`src/rtl/pc_sequencer_pkg.sv`:
```
// Shared types and constants for the program-counter sequencer.
package pc_sequencer_pkg;

    typedef enum logic [2:0] {
        StBoot,
        StFetch,
        StExec,
        StUpdate,
        StHalt,
        StTrap
    } state_e;

    localparam logic [31:0] NopInst        = 32'h0000_0013;
    localparam logic [31:0] DefaultResetPc = 32'h0000_0000;

endpackage

```
`src/rtl/pc_sequencer_instret.sv`:
```
// Retired-instruction counter: 32-bit, wraps silently.
module instret_counter (
    input  logic        clk,
    input  logic        rst_n,
    input  logic        inc,
    output logic [31:0] count
);

    logic [31:0] count_q;

    always_ff @(posedge clk or negedge rst_n) begin
        if (!rst_n) begin
            count_q <= '0;
        end else if (inc) begin
            count_q <= count_q + 32'd1;
        end
    end

    assign count = count_q;

endmodule

```
`src/rtl/pc_sequencer.sv`:
```
// Owns the PC and walks each instruction through fetch, execute and PC update.
module pc_sequencer
    import pc_sequencer_pkg::*;
#(
    parameter logic [31:0] RESET_PC = DefaultResetPc
) (
    input  logic        clk,
    input  logic        rst_n,
    output logic        imem_req,
    output logic [31:0] imem_addr,
    input  logic        imem_ack,
    input  logic [31:0] imem_rdata,
    output logic [31:0] inst,
    output logic        inst_valid,
    input  logic        ex_done,
    input  logic [31:0] npc_in,
    input  logic        halt_req,
    output logic [31:0] pc,
    output logic        halted,
    output logic        trap,
    output logic [31:0] trap_pc,
    output logic [31:0] instret
);

    state_e      state_q;
    logic [31:0] pc_q;
    logic [31:0] npc_q;
    logic [31:0] inst_q;
    logic        inst_valid_q;
    logic        imem_req_q;
    logic        halted_q;
    logic        trap_q;
    logic [31:0] trap_pc_q;
    logic        retire;

    // All outputs are registered; each is set on the edge entering the state that owns it.
    always_ff @(posedge clk or negedge rst_n) begin
        if (!rst_n) begin
            state_q      <= StBoot;
            pc_q         <= RESET_PC;
            npc_q        <= '0;
            inst_q       <= NopInst;
            inst_valid_q <= 1'b0;
            imem_req_q   <= 1'b0;
            halted_q     <= 1'b0;
            trap_q       <= 1'b0;
            trap_pc_q    <= '0;
        end else begin
            inst_valid_q <= 1'b0;
            case (state_q)
                StBoot: begin
                    if (halt_req) begin
                        state_q  <= StHalt;
                        halted_q <= 1'b1;
                    end else begin
                        state_q    <= StFetch;
                        imem_req_q <= 1'b1;
                    end
                end
                StFetch: begin
                    if (imem_ack) begin
                        inst_q       <= imem_rdata;
                        inst_valid_q <= 1'b1;
                        imem_req_q   <= 1'b0;
                        state_q      <= StExec;
                    end
                end
                StExec: begin
                    if (ex_done) begin
                        npc_q   <= npc_in;
                        state_q <= StUpdate;
                    end
                end
                StUpdate: begin
                    // Misalignment wins over a pending halt.
                    if (npc_q[1:0] != 2'b00) begin
                        trap_q    <= 1'b1;
                        trap_pc_q <= npc_q;
                        state_q   <= StTrap;
                    end else begin
                        pc_q <= npc_q;
                        if (halt_req) begin
                            state_q  <= StHalt;
                            halted_q <= 1'b1;
                        end else begin
                            state_q    <= StFetch;
                            imem_req_q <= 1'b1;
                        end
                    end
                end
                StHalt: begin
                    if (!halt_req) begin
                        state_q    <= StFetch;
                        halted_q   <= 1'b0;
                        imem_req_q <= 1'b1;
                    end
                end
                StTrap: begin
                    state_q <= StTrap;
                end
                default: begin
                    state_q <= StTrap;
                end
            endcase
        end
    end

    assign retire = (state_q == StUpdate) && (npc_q[1:0] == 2'b00);

    instret_counter u_instret (
        .clk   (clk),
        .rst_n (rst_n),
        .inc   (retire),
        .count (instret)
    );

    assign imem_req   = imem_req_q;
    assign imem_addr  = pc_q;
    assign inst       = inst_q;
    assign inst_valid = inst_valid_q;
    assign pc         = pc_q;
    assign halted     = halted_q;
    assign trap       = trap_q;
    assign trap_pc    = trap_pc_q;

endmodule
```
`config.mk`:
```
export PLATFORM = sky130hd
export DESIGN_NAME = pc_sequencer
export DESIGN_NICKNAME = d
export VERILOG_FILES = /design/src/rtl/pc_sequencer_pkg.sv /design/src/rtl/pc_sequencer_instret.sv /design/src/rtl/pc_sequencer.sv
export SDC_FILE = /design/constraint.sdc
export NUM_CORES = 1
export LEC_CHECK = 0
export BUFFER_PORTS_ARGS = -buffer_cell sky130_fd_sc_hd__buf_4
export CAP_MARGIN = 20
export CORE_UTILIZATION = 50
export CTS_CLUSTER_SIZE = 40
export DETAILED_ROUTE_END_ITERATION = 7
export PLACE_DENSITY = 0.87
export SETUP_SLACK_MARGIN = 0.5
export SLEW_MARGIN = 15
export SYNTH_ARGS = -nofsm -noshare
export SYNTH_HDL_FRONTEND = slang
export SYNTH_HIERARCHICAL = 1
export SYNTH_SLANG_ARGS = --single-unit
```
`constraint.sdc`:
```
create_clock -name clk -period 3.14 [get_ports clk]
set_clock_uncertainty 0.2 [all_clocks]
set_input_delay 0 -clock clk [delete_from_list [all_inputs] [get_ports clk]]
set_output_delay 0 -clock clk [all_outputs]
set_load 0.05 [all_outputs]
```
## Yosys cells after proc, flatten, opt, wreduce, memory -nomap -nowiden

Index checks and enable logic that the tools add are counted.

- $add $sub $neg: 1
- Multipliers: 0
- Div/mod/pow operators: 0
- Order comparisons: 0
- Equality and inequality tests: 8
- Shift-type cells: 0
- Mux-type cells: 16
- Bitwise gates (word level): 1
- Reduce and logical (&&, ||, !) cells: 14

Operator list:

| cell | number |
|---|---|
| adder 32 x 1 -> 32 bit (second input constant) | 1 |
| 2-to-1 mux 3 bit | 5 |
| one-hot mux 3 bit (5 select lines) | 1 |
| AND reduction 3 bit | 3 |
| 2-to-1 mux 1 bit | 8 |
| != test 2 bit (second input constant) | 4 |
| AND reduction 2 bit | 4 |
| equality test 3 x 2 -> 1 bit (second input constant) | 2 |
| one-hot mux 1 bit (3 select lines) | 2 |
| nonzero test 3 bit | 2 |
| equality test 3 x 1 -> 1 bit (second input constant) | 1 |
| equality test 3 bit (second input constant) | 1 |
| zero test 3 bit | 1 |
| zero test 2 bit | 1 |
| nonzero test 2 bit | 1 |
| OR reduction 2 bit | 1 |
| logical AND 1 bit | 1 |
| inverter 1 bit | 1 |

- Flip-flop bits (word level): 167
- Bits in latches: 0
- Bits in writable memories: 0
- Memory bits (read-only): 0
- Input port bits: 69
- Output and inout port bits: 164
- Word-level logic and storage cells: 50
- Memories: 0

## Logic depth before layout (Yosys ltp)

Gate-level depths: netlist of run 1.

- Depth in word-level cells: 4
- Depth in mapped cells: 10
- Mapped depth without buffers: 7

## Hierarchy

Netlist of run 1, hierarchy kept.

By module, submodules not included:

| module | times used | cells an instance | area each (um^2) | seq. area each (um^2) |
|---|---|---|---|---|
| pc_sequencer | 1 | 341 | 5534.1 | 3382.0 |
| instret_counter | 1 | 123 | 1448.9 | 800.8 |

## Worst setup path after synthesis of run 1

Ideal clock, no wire load.

- Kind: register -> register
- From: register state_q[2]
- To: register u_instret.count_q[23], in the netlist u_instret/count[23]
- Library setup time: 0.082 ns
- Data arrival time: 2.348 ns
- Required time: 2.858 ns
- Path slack: 0.510 ns
- Stages on the path, launching flop included: 11
- Path buffers: 3
- Period minus slack after synthesis: 2.630 ns
- Path through: dfrtp_1 buf_4 and3b_1 buf_6 nand2_4 buf_6 inv_1 nand4_4 or4_4 nor4_2 xor2_1

- Longest elaborated chain between the ends: 2

RTL lines:

| item | line | source |
|---|---|---|
| start: declaration | pc_sequencer.sv:25 | `state_e state_q;` |
| start signal: assignment | pc_sequencer.sv:39 | `state_q <= StBoot;` |
| start signal: assignment | pc_sequencer.sv:53 | `state_q <= StHalt;` |
| start signal: assignment | pc_sequencer.sv:56 | `state_q <= StFetch;` |
| equality test 3 x 2 -> 1 bit | pc_sequencer.sv:108 | `assign retire = (state_q == StUpdate) && (npc_q[1:0] == 2'b00);` |
| logical AND 1 bit | pc_sequencer.sv:108 |  |
| via retire | pc_sequencer.sv:34 | `logic retire;` |
| end signal: assignment | pc_sequencer_instret.sv:15 | `count_q <= count_q + 32'd1;` |
| end: declaration | pc_sequencer_instret.sv:9 | `logic [31:0] count_q;` |

The timed path passes the listed nets, and every way through them passes these cells.
A chain may end at the register's enable or synchronous reset.

## Worst setup path in the final report of run 1

Same ends and word-level chain as after synthesis.

==> results.ini, run 1 <==
[drt]
first_pass_iters=4
postRouteAntennaNets=0
wirelength_microns=16900
viasPerCell=5.06
wl_per_cell_microns=18.1
drtIter0Drc=336
drc=0
vias=4726

[placed_design]
gp_congestion=0.794
place_area_sq_um=8640
dp_hpwl_microns=10600
placed_cells=832
io_buffer_count=232

[floorplan]
start_util_pct=51.9
die_height_microns=120
dieWidth_microns=120
core.rowCount=42
ios=233
die_area_sq_um=14400
core_sq_um=13500

[synth]
synth_edf_count=0
synth_top_area_share_pct=58.8
synth_fp_nets=534
ys_types=45
yosysTopAreaCell=dfrtp_1
synth_area_sq_um=6980
synthCells=464
ys_ff_latch=167
yosysSeqAreaShare_pct=59.9
synthArstFlopShare_pct=100
yosysWarningCount=6
synthTopCellsByArea=dfrtp_1, mux2_2, mux2_4
synth_flop_cell=dfrtp_1
syn_avg_cell_area_sq_um=15.0

[run]
maxCapViolations=0

[finish]
nNetsFinal=815
final_cells=934
multi_input_area_sq_um=2400
stdcell_area_sq_um=9930
regArea_sq_um=4180
antennaDiodeCount=0
area_delta_synth_final_pct=42.3
drive_above_1_share_pct=53.8
fill_cells=847

[sta]
slew_headroom_pct=54.0
finalHoldViolCount=0
rsz0062_at_grt=false
setup_viol=0
fmaxAchievable_mhz=405
hold_slack_ns=0.166
min_period_ns=2.47
fin_crit_sh_pct=78.7
setup_tns_ns=0
slew_viol_final=0
tightest_slew_ns=0.690

[clock_tree]
numCtsBuffers=17
cts_tree=yes
clkTransAtPathRegs_ns=0.07
htree_levels=4
clock-sinks=167
ctsLongestPathBuffers=2
cts_root_buf=clkbuf_16
clk_latency_ns=0.41

[critical_path]
critPathBufInv=1
crit_slowest_cell=or4_4
end_kind=register
start_kind=register
arrival_ns=2.61
crit_family=simple AND/OR/NAND/NOR gates
crit_chain=and3b_2 -> nand2_4 -> clkinvlp_4 -> nand4_4 -> or4_4 -> nor4_2 -> xor2_1
crit_type=reg -> reg
cp_max_fo=8
cpPeakStageDelay_ns=0.57
required_ns=3.28

[global_routing]
grt_pass1_wl_microns=26700
grtUsageTotal_pct=24.3
antenna_found_initial=0
overflow=0
grt_max_degree=77
grt_pass1_vias=5038

[power_and_ir_drop]
finalPower_mw=11.3
leakage_nw=4.83
power_density_nw_per_um2=1140
ir_worst_vdd_mv=0.984

[status]
status=finished clean

[hold_path]
min_path_type=in -> reg

## worst min-delay path, delay by kind of cell
kind | cells | cell delay (ns)
buffers and inverters | 2 | 0.62
muxes | 1 | 0.13
## kinds of logic (layout without fill, tap and decap cells)
family	after synthesis	after routing	share of synthesized area, %
buf+inv	51	345	5.77
xor+xnor	31	31	3.89
simple gates	76	76	7.17
mux	125	125	21.7
fa+ha+maj	1	1	0.179
flops	167	167	59.9
compound gates	13	13	1.38
## cell usage in the layout (no fill, tap or decap), types with 2 or more instances in the layout
cell type | Yosys | routed
buf_4 | 36 | 237
dfrtp_1 | 164 | 163
mux2_2 | 92 | 92
dlygate4sd3_1 | 0 | 69
mux2_4 | 29 | 29
xnor2_1 | 19 | 19
clkbuf_16 | 0 | 17
nand2_1 | 12 | 12
xor2_1 | 12 | 12
nand4_1 | 10 | 10
nand3_1 | 9 | 9
nor2_1 | 7 | 7
and3_1 | 5 | 5
clkinv_2 | 0 | 5
nor3_1 | 5 | 5
mux2_1 | 4 | 4
and2_1 | 4 | 4
clkbuf_8 | 0 | 4
nor4_1 | 4 | 4
inv_1 | 4 | 3
clkbuf_1 | 0 | 3
dfstp_2 | 3 | 3
and4_1 | 3 | 3
nor3b_4 | 2 | 2
o21ai_0 | 2 | 2
a21oi_1 | 2 | 2
a22o_1 | 2 | 2
nor2b_1 | 2 | 2
bufinv_16 | 0 | 2
buf_12 | 0 | 2
nor4_2 | 2 | 2
## routing by layer
layer,wire length [microns],track usage (%)
met5,0,0
met4,224,7.89
met3,829,5.61
met2,9010,43.0
met1,6800,29.2
## area by class of cell
| type | count | area share [%] |
|---|---|---|
| clock buffer | 24 | 4.95 |
| clock inverter | 8 | 0.945 |
| inverter | 4 | 0.189 |
| multi-input combinational | 246 | 24.2 |
| sequential | 167 | 42.1 |
| tap | 176 | 2.22 |
| timing repair buffer | 309 | 25.4 |
## report_power, final
part | internal [mW] | total, mW | switching, mW
Combinational | 2.01 | 5.60 | 3.60
Clock | 1.25 | 2.06 | 0.803
Sequential | 2.99 | 3.63 | 0.643
Total | 6.25 | 11.3 | 5.04
## path summary, 6_finish.rpt
path                                  endpoint                start  depth (start not counted)  slack (ns)
setup / recovery           u_instret/count[23]           state_q[2]                          7        0.67
hold / removal                        npc_q[6]            npc_in[6]                          3        0.17
setup reg to reg           u_instret/count[23]           state_q[2]                          7        0.67
hold reg to reg            u_instret/count[31]  u_instret/count[31]                          1        0.27
max in group asynchronous              inst[0]                rst_n                          4        1.25
min in group asynchronous           trap_pc[4]                rst_n                          3        0.56
## state kept, by name, indices dropped and copies added, names as in the netlist, 3 cells and up
register,cells
u_instret/count,32
npc_q,32
state_q,3
imem_addr,32
trap_pc,32
inst,32
## Yosys cell counts, types with 2 or more instances
library cell	instances
a21oi_1	2
a22o_1	2
and2_1	4
and3_1	5
and4_1	3
buf_4	36
buf_6	10
dfrtp_1	164
dfstp_2	3
inv_1	4
mux2_1	4
mux2_2	92
mux2_4	29
nand2_1	12
nand3_1	9
nand4_1	10
nor2_1	7
nor2b_1	2
nor3_1	5
nor3b_4	2
nor4_1	4
nor4_2	2
o21ai_0	2
xnor2_1	19
xor2_1	12
## what timing repair did
item,4_1_cts,5_1_grt
endpoints found under the hold margin,202,0
endpoints found under the setup margin,2,4
setup buffers,0,1
gates resized for setup,1,3
hold buffers,69,0
## metrics by stage
step | worst slack, ns | utilization (%)
3_5_place_dp | 0.495 | 64.2
3_3_place_gp | 0.600 | 64.2
4_1_cts | 0.512 | 73.7
2_1_floorplan | 0.510 | -
5_1_grt | 0.534 | 73.8
6_report | 0.670 | 73.8
No activity file was read; power rests on OpenSTA's default activity.
==> run 2, diff against run 1 <==
clock period = 2.4 ns   (was 3.14 ns; I/O delays follow)
==> run 2 against run 1 <==
Global-route usage is 1.0 points higher. Combinational power increased by 38%. Clock power rose by 28%. Register-to-register slack worse by 0.49 ns. Sequential power rose by 31%. Sequential share of layout area down 2.1 points. First-iteration DRC count fell by 27%. Largest cell class unchanged. Highest routed layer unchanged.
==> results.ini, run 2 (synthesis results as in run 1) <==
[placed_design]
dp_hpwl_microns=10800
io_buffer_count=232
place_ws_ns=0.196
place_area_sq_um=8740
gp_congestion=0.822

[critical_path]
cp_max_fo=3
crit_top_cell=buf_6
required_ns=2.54
crit_type=reg -> reg
cpPeakStageDelay_ns=0.37
crit_chain=and3b_2 -> nand2_4 -> clkinvlp_4 -> buf_6 -> buf_6 -> nand4_1 -> nor4_4 -> nand3_1 -> xnor2_1
r2r_slack_ns=0.18
start_kind=register
end_kind=register
arrival_ns=2.36
crit_slowest_cell=dfrtp_1

[clock_tree]
cts_tree=yes
htree_levels=4
clock-sinks=167
clkTransAtPathRegs_ns=0.06
numCtsBuffers=17
clk_latency_ns=0.43
cts_root_buf=clkbuf_16
ctsLongestPathBuffers=2

[floorplan]
die_area_sq_um=14400
core_sq_um=13500
dieWidth_microns=120
start_util_pct=51.9
die_height_microns=120
core.rowCount=42
ios=233

[status]
status=finished clean

[sta]
min_period_ns=2.22
rsz0062_at_grt=true
setup_viol=0
fin_crit_sh_pct=92.5
slew_headroom_pct=64.6
tightest_slew_ns=0.531
timing.final.ws_setup_ns=0.180
slew_viol_final=0
fmaxAchievable_mhz=450
finalHoldViolCount=0
hold_slack_ns=0.145

[finish]
drive_above_1_share_pct=58.0
area_delta_synth_final_pct=49.7
multi_input_area_sq_um=2570
nNetsFinal=843
stdcell_area_sq_um=10500
final_common_cell=buf_4
antennaDiodeCount=0
regArea_sq_um=4180
fill_cells=774
most-common-layout-cells=buf_4, dfrtp_1, mux2_2

[drt]
vias=4973
first_pass_iters=4
viasPerCell=5.17
drc=0
wirelength_microns=18400
wl_per_cell_microns=19.1
postRouteAntennaNets=0
drtIter0Drc=245

[global_routing]
grt_pass1_vias=5337
grtUsageTotal_pct=25.4
grt_pass1_wl_microns=27900
overflow=0
antenna_found_initial=0
grt_max_degree=67

[power_and_ir_drop]
power_density_nw_per_um2=1440
leakage_nw=5.14
ir_worst_vdd_mv=1.10
finalPower_mw=15.1

[run]
maxCapViolations=0

[hold_path]
min_path_type=in -> reg

==> run 2: changes by cell type in the layout (fill, tap and decap cells not counted), moves of 4 or more <==
cell / previous run / this run
buf_4: 237 / 252
nor4_1: 4 / 0
buf_6: 1 / 5
nor4_4: 0 / 4
nor3_1: 5 / 0
==> run 2: area by class of cell <==
class | instances | share of cell area (%)
flip-flops and latches | 167 | 40.0
repair buffers | 337 | 27.6
multi-input cells | 246 | 24.6
clock buffers | 21 | 4.60
well taps | 176 | 2.11
clock inverters | 11 | 0.910
inverters | 4 | 0.180
==> run 2: layer usage <==
| layer | share of wire (%) | up-vias | GRT usage, % |
|---|---|---|---|
| met4 | 3.9 | 0 | 13.3 |
| met3 | 4.2 | 62 | 4.62 |
| met1 | 38 | 2501 | 28.8 |
| li1 | - | 2225 | - |
| met2 | 53 | 185 | 45.4 |
| met5 | 0 | - | 0 |
==> run 2: repair_timing <==
item | CTS | global route
gates resized for setup | 13 | 22
endpoints found under the hold margin | 234 | 0
buffers inserted | 5 | 15
pin swaps | 10 | 26
cloned | 1 | 4
hold buffers | 69 | 0
setup endpoints to repair | 26 | 105
==> run 2: worst max-delay path, delay by kind of cell, from the launching register on <==
family | cells | cell delay, ns
AND/OR/NAND/NOR | 5 | 1.07
flip-flops | 1 | 0.37
buffers and inverters | 3 | 0.26
XOR/XNOR | 1 | 0.22
==> run 2: worst paths after layout <==
| path | start | cells after the start | to |
|---|---|---|---|
| worst max-delay path | state_q[2] | 9 | u_instret/count[26] |
| worst max register to register | state_q[2] | 9 | u_instret/count[26] |
| max in group asynchronous | rst_n | 4 | inst[1] |
| worst min-delay path | npc_in[22] | 3 | npc_q[22] |
| worst min register to register | u_instret/count[24] | 1 | u_instret/count[24] |
| min in group asynchronous | rst_n | 3 | npc_q[21] |
==> run 2: where the power goes <==
| part | leakage [nW] | total [mW] | internal [mW] | switching [mW] |
|---|---|---|---|---|
| Clock | 0.281 | 2.63 | 1.53 | 1.10 |
| Combinational | 2.75 | 7.72 | 2.87 | 4.86 |
| Sequential | 2.10 | 4.74 | 3.91 | 0.825 |
==> run 2: metrics by stage <==
step | setup TNS, ns | instances | util (%)
after global placement | 0 | 836 | 64.9
after floorplan | -0.00376 | 464 | -
after detailed placement | 0 | 836 | 64.9
after CTS | 0 | 943 | 75.3
final | 0 | 962 | 77.7
after global routing | 0 | 962 | 77.7
==> run 3, diff against run 2 <==
PLACE_DENSITY = 0.88   (was 0.87)
SYNTH_HIERARCHICAL = not set   (was 1)
==> run 3 against run 2 <==
Sequential share of layout area up 2.2 points. Die area down 2.0%. Setup slack better by 0.33 ns. Cell area down 4.7%. Register-to-register slack better by 0.33 ns. Non-clock buffer count down 23. Worst hold slack better by 0.0096 ns. Combinational power down 13%. Utilization down 2.8 points. First-iteration DRC count up 28%. Critical path type unchanged.
==> results.ini, run 3 <==
[critical_path]
cpPeakStageDelay_ns=0.45
required_ns=2.50
start_kind=register
end_kind=register
arrival_ns=1.99
cp_max_fo=31
crit_chain=nand3b_4 -> buf_4 -> nor2_4 -> buf_12 -> mux2_2
crit_slowest_cell=dfrtp_2
crit_type=reg -> reg

[placed_design]
place_area_sq_um=8620
io_buffer_count=232
place_ws_ns=0.470
dp_hpwl_microns=10900
gp_congestion=0.819

[sta]
fin_crit_sh_pct=78.7
slew_viol_final=0
tightest_slew_ns=0.580
fmaxAchievable_mhz=529
rsz0062_at_grt=true
setup_tns_ns=0
setup_viol=0
finalHoldViolCount=0
timing.final.ws_setup_ns=0.511
min_period_ns=1.89
slew_headroom_pct=61.3

[synth]
synthTopCellsByArea=dfrtp_1, mux2_2, nand2_1
ys_types=43
synth_flop_cell=dfrtp_1
synth_fp_nets=609
synthArstFlopShare_pct=100
synth_edf_count=0
synthCells=539
yosysWarningCount=0
synth.most_common_cell=dfrtp_1
yosysSeqAreaShare_pct=61.2
syn_avg_cell_area_sq_um=12.7
synth_area_sq_um=6840
yosysTopAreaCell=dfrtp_1
ys_ff_latch=167
ys_top_cells_by_count=dfrtp_1, nand2_1, mux2_2
synth_top_area_share_pct=60.0

[hold_path]
min_path_type=in -> reg

[global_routing]
antenna_found_initial=1
grtUsageTotal_pct=26.6
grt_pass1_vias=5533
grt_pass1_wl_microns=28600
grt_max_degree=72
overflow=0

[drt]
postRouteAntennaNets=0
drc=0
vias=5236
first_pass_iters=4
wirelength_microns=18200
viasPerCell=5.19
drtIter0Drc=313
wl_per_cell_microns=18.1

[floorplan]
ios=233
die_area_sq_um=14100
dieWidth_microns=119
core.rowCount=42
core_sq_um=13300
die_height_microns=119
start_util_pct=51.4

[finish]
area_delta_synth_final_pct=45.6
final_core_util_pct=74.9
final_common_cell=buf_4
nNetsFinal=889
drive_above_1_share_pct=47.0
most-common-layout-cells=buf_4, dfrtp_1, nand2_1
stdcell_area_sq_um=9960

[power_and_ir_drop]
finalPower_mw=14.1
ir_worst_vdd_mv=1.12
power_density_nw_per_um2=1420
leakage_nw=4.98

[clock_tree]
cts_tree=yes
cts_root_buf=clkbuf_16
numCtsBuffers=17
clk_latency_ns=0.43
htree_levels=4
clkTransAtPathRegs_ns=0.06
ctsLongestPathBuffers=2
clock-sinks=167

[run]
maxCapViolations=0

[status]
status=finished clean

==> run 3: cell count changes in the layout (fill, tap and decap cells not counted), moves of 7 or more <==
cell and delta:
nand2_1 +92, mux2_4 -30, dfrtp_1 -15, dfrtp_2 +15, buf_4 -13, xnor2_1 +8
a21oi_1 +7, clkbuf_1 +7
==> run 3: worst paths after layout <==
path | cells past startpoint | startpoint | slack, ns | to
max in group asynchronous | 4 | rst_n | 0.68 | inst[1]
worst min-delay path | 3 | imem_rdata[26] | 0.15 | inst[26]
min in group asynchronous | 3 | rst_n | 0.49 | inst[24]
worst min register to register | 1 | trap | 0.28 | trap
worst max register to register | 5 | state_q[2] | 0.51 | trap_pc[20]
worst max-delay path | 5 | state_q[2] | 0.51 | trap_pc[20]
==> run 3: layout make-up <==
cell class                      count  area [sq um]
Clock inverter                      5           100
Clock buffer                       27           493
Inverter                            2          7.51
Timing Repair Buffer              314          2590
Antenna cell                        1          2.50
Multi-Input combinational cell    317          2340
Tap cell                          176           220
Fill cell                         825          3340
Sequential cell                   167          4200
==> run 3: repair_timing <==
action,CTS,global route
gates cloned,0,1
setup endpoints to repair,37,115
resized for setup,2,12
pin swaps,0,0
buffers inserted,0,1
endpoints found under the hold margin,234,0
hold buffers,69,0
==> run 3: logic make-up after synthesis <==
group / synth area share, %
AO/OA/AOI/OAI: 1.04
XOR/XNOR: 3.97
adder cells (fa/ha/maj): 0.183
buffers and inverters: 5.07
flip-flops: 61.2
multiplexers: 15.5
AND/OR/NAND/NOR: 13.1
==> run 3: stage by stage <==
| step | cells | hold WS (ns) |
|---|---|---|
| 6_report | 1009 | 0.154 |
| 5_1_grt | 1009 | 0.148 |
| 4_1_cts | 1006 | 0.137 |
| 3_5_place_dp | 905 | -0.146 |
| 3_3_place_gp | 905 | -0.164 |
| 2_1_floorplan | 539 | -0.496 |
==> run 3: power by group <==
part | internal (mW) | switching [mW] | total [mW]
clock | 1.72 | 1.04 | 2.76
sequential | 3.85 | 0.805 | 4.66
combinational | 2.20 | 4.50 | 6.70
==> run 3: critical path, delay by kind of cell, from the launching register on <==
family / cells / cell delay, ns
multiplexers: 1 / 0.36
AND/OR/NAND/NOR: 2 / 0.31
buffers and inverters: 2 / 0.42
flip-flops: 1 / 0.45
==> run 3: per-layer routing <==
metal / vias up / global-route usage, % / share of wire, %
met2: 202 / 48.4 / 55
met1: 2646 / 30.1 / 38
met3: 38 / 4.89 / 4.6
met5: - / 0 / 0
li1: 2350 / - / -
met4: 0 / 12.7 / 2.7
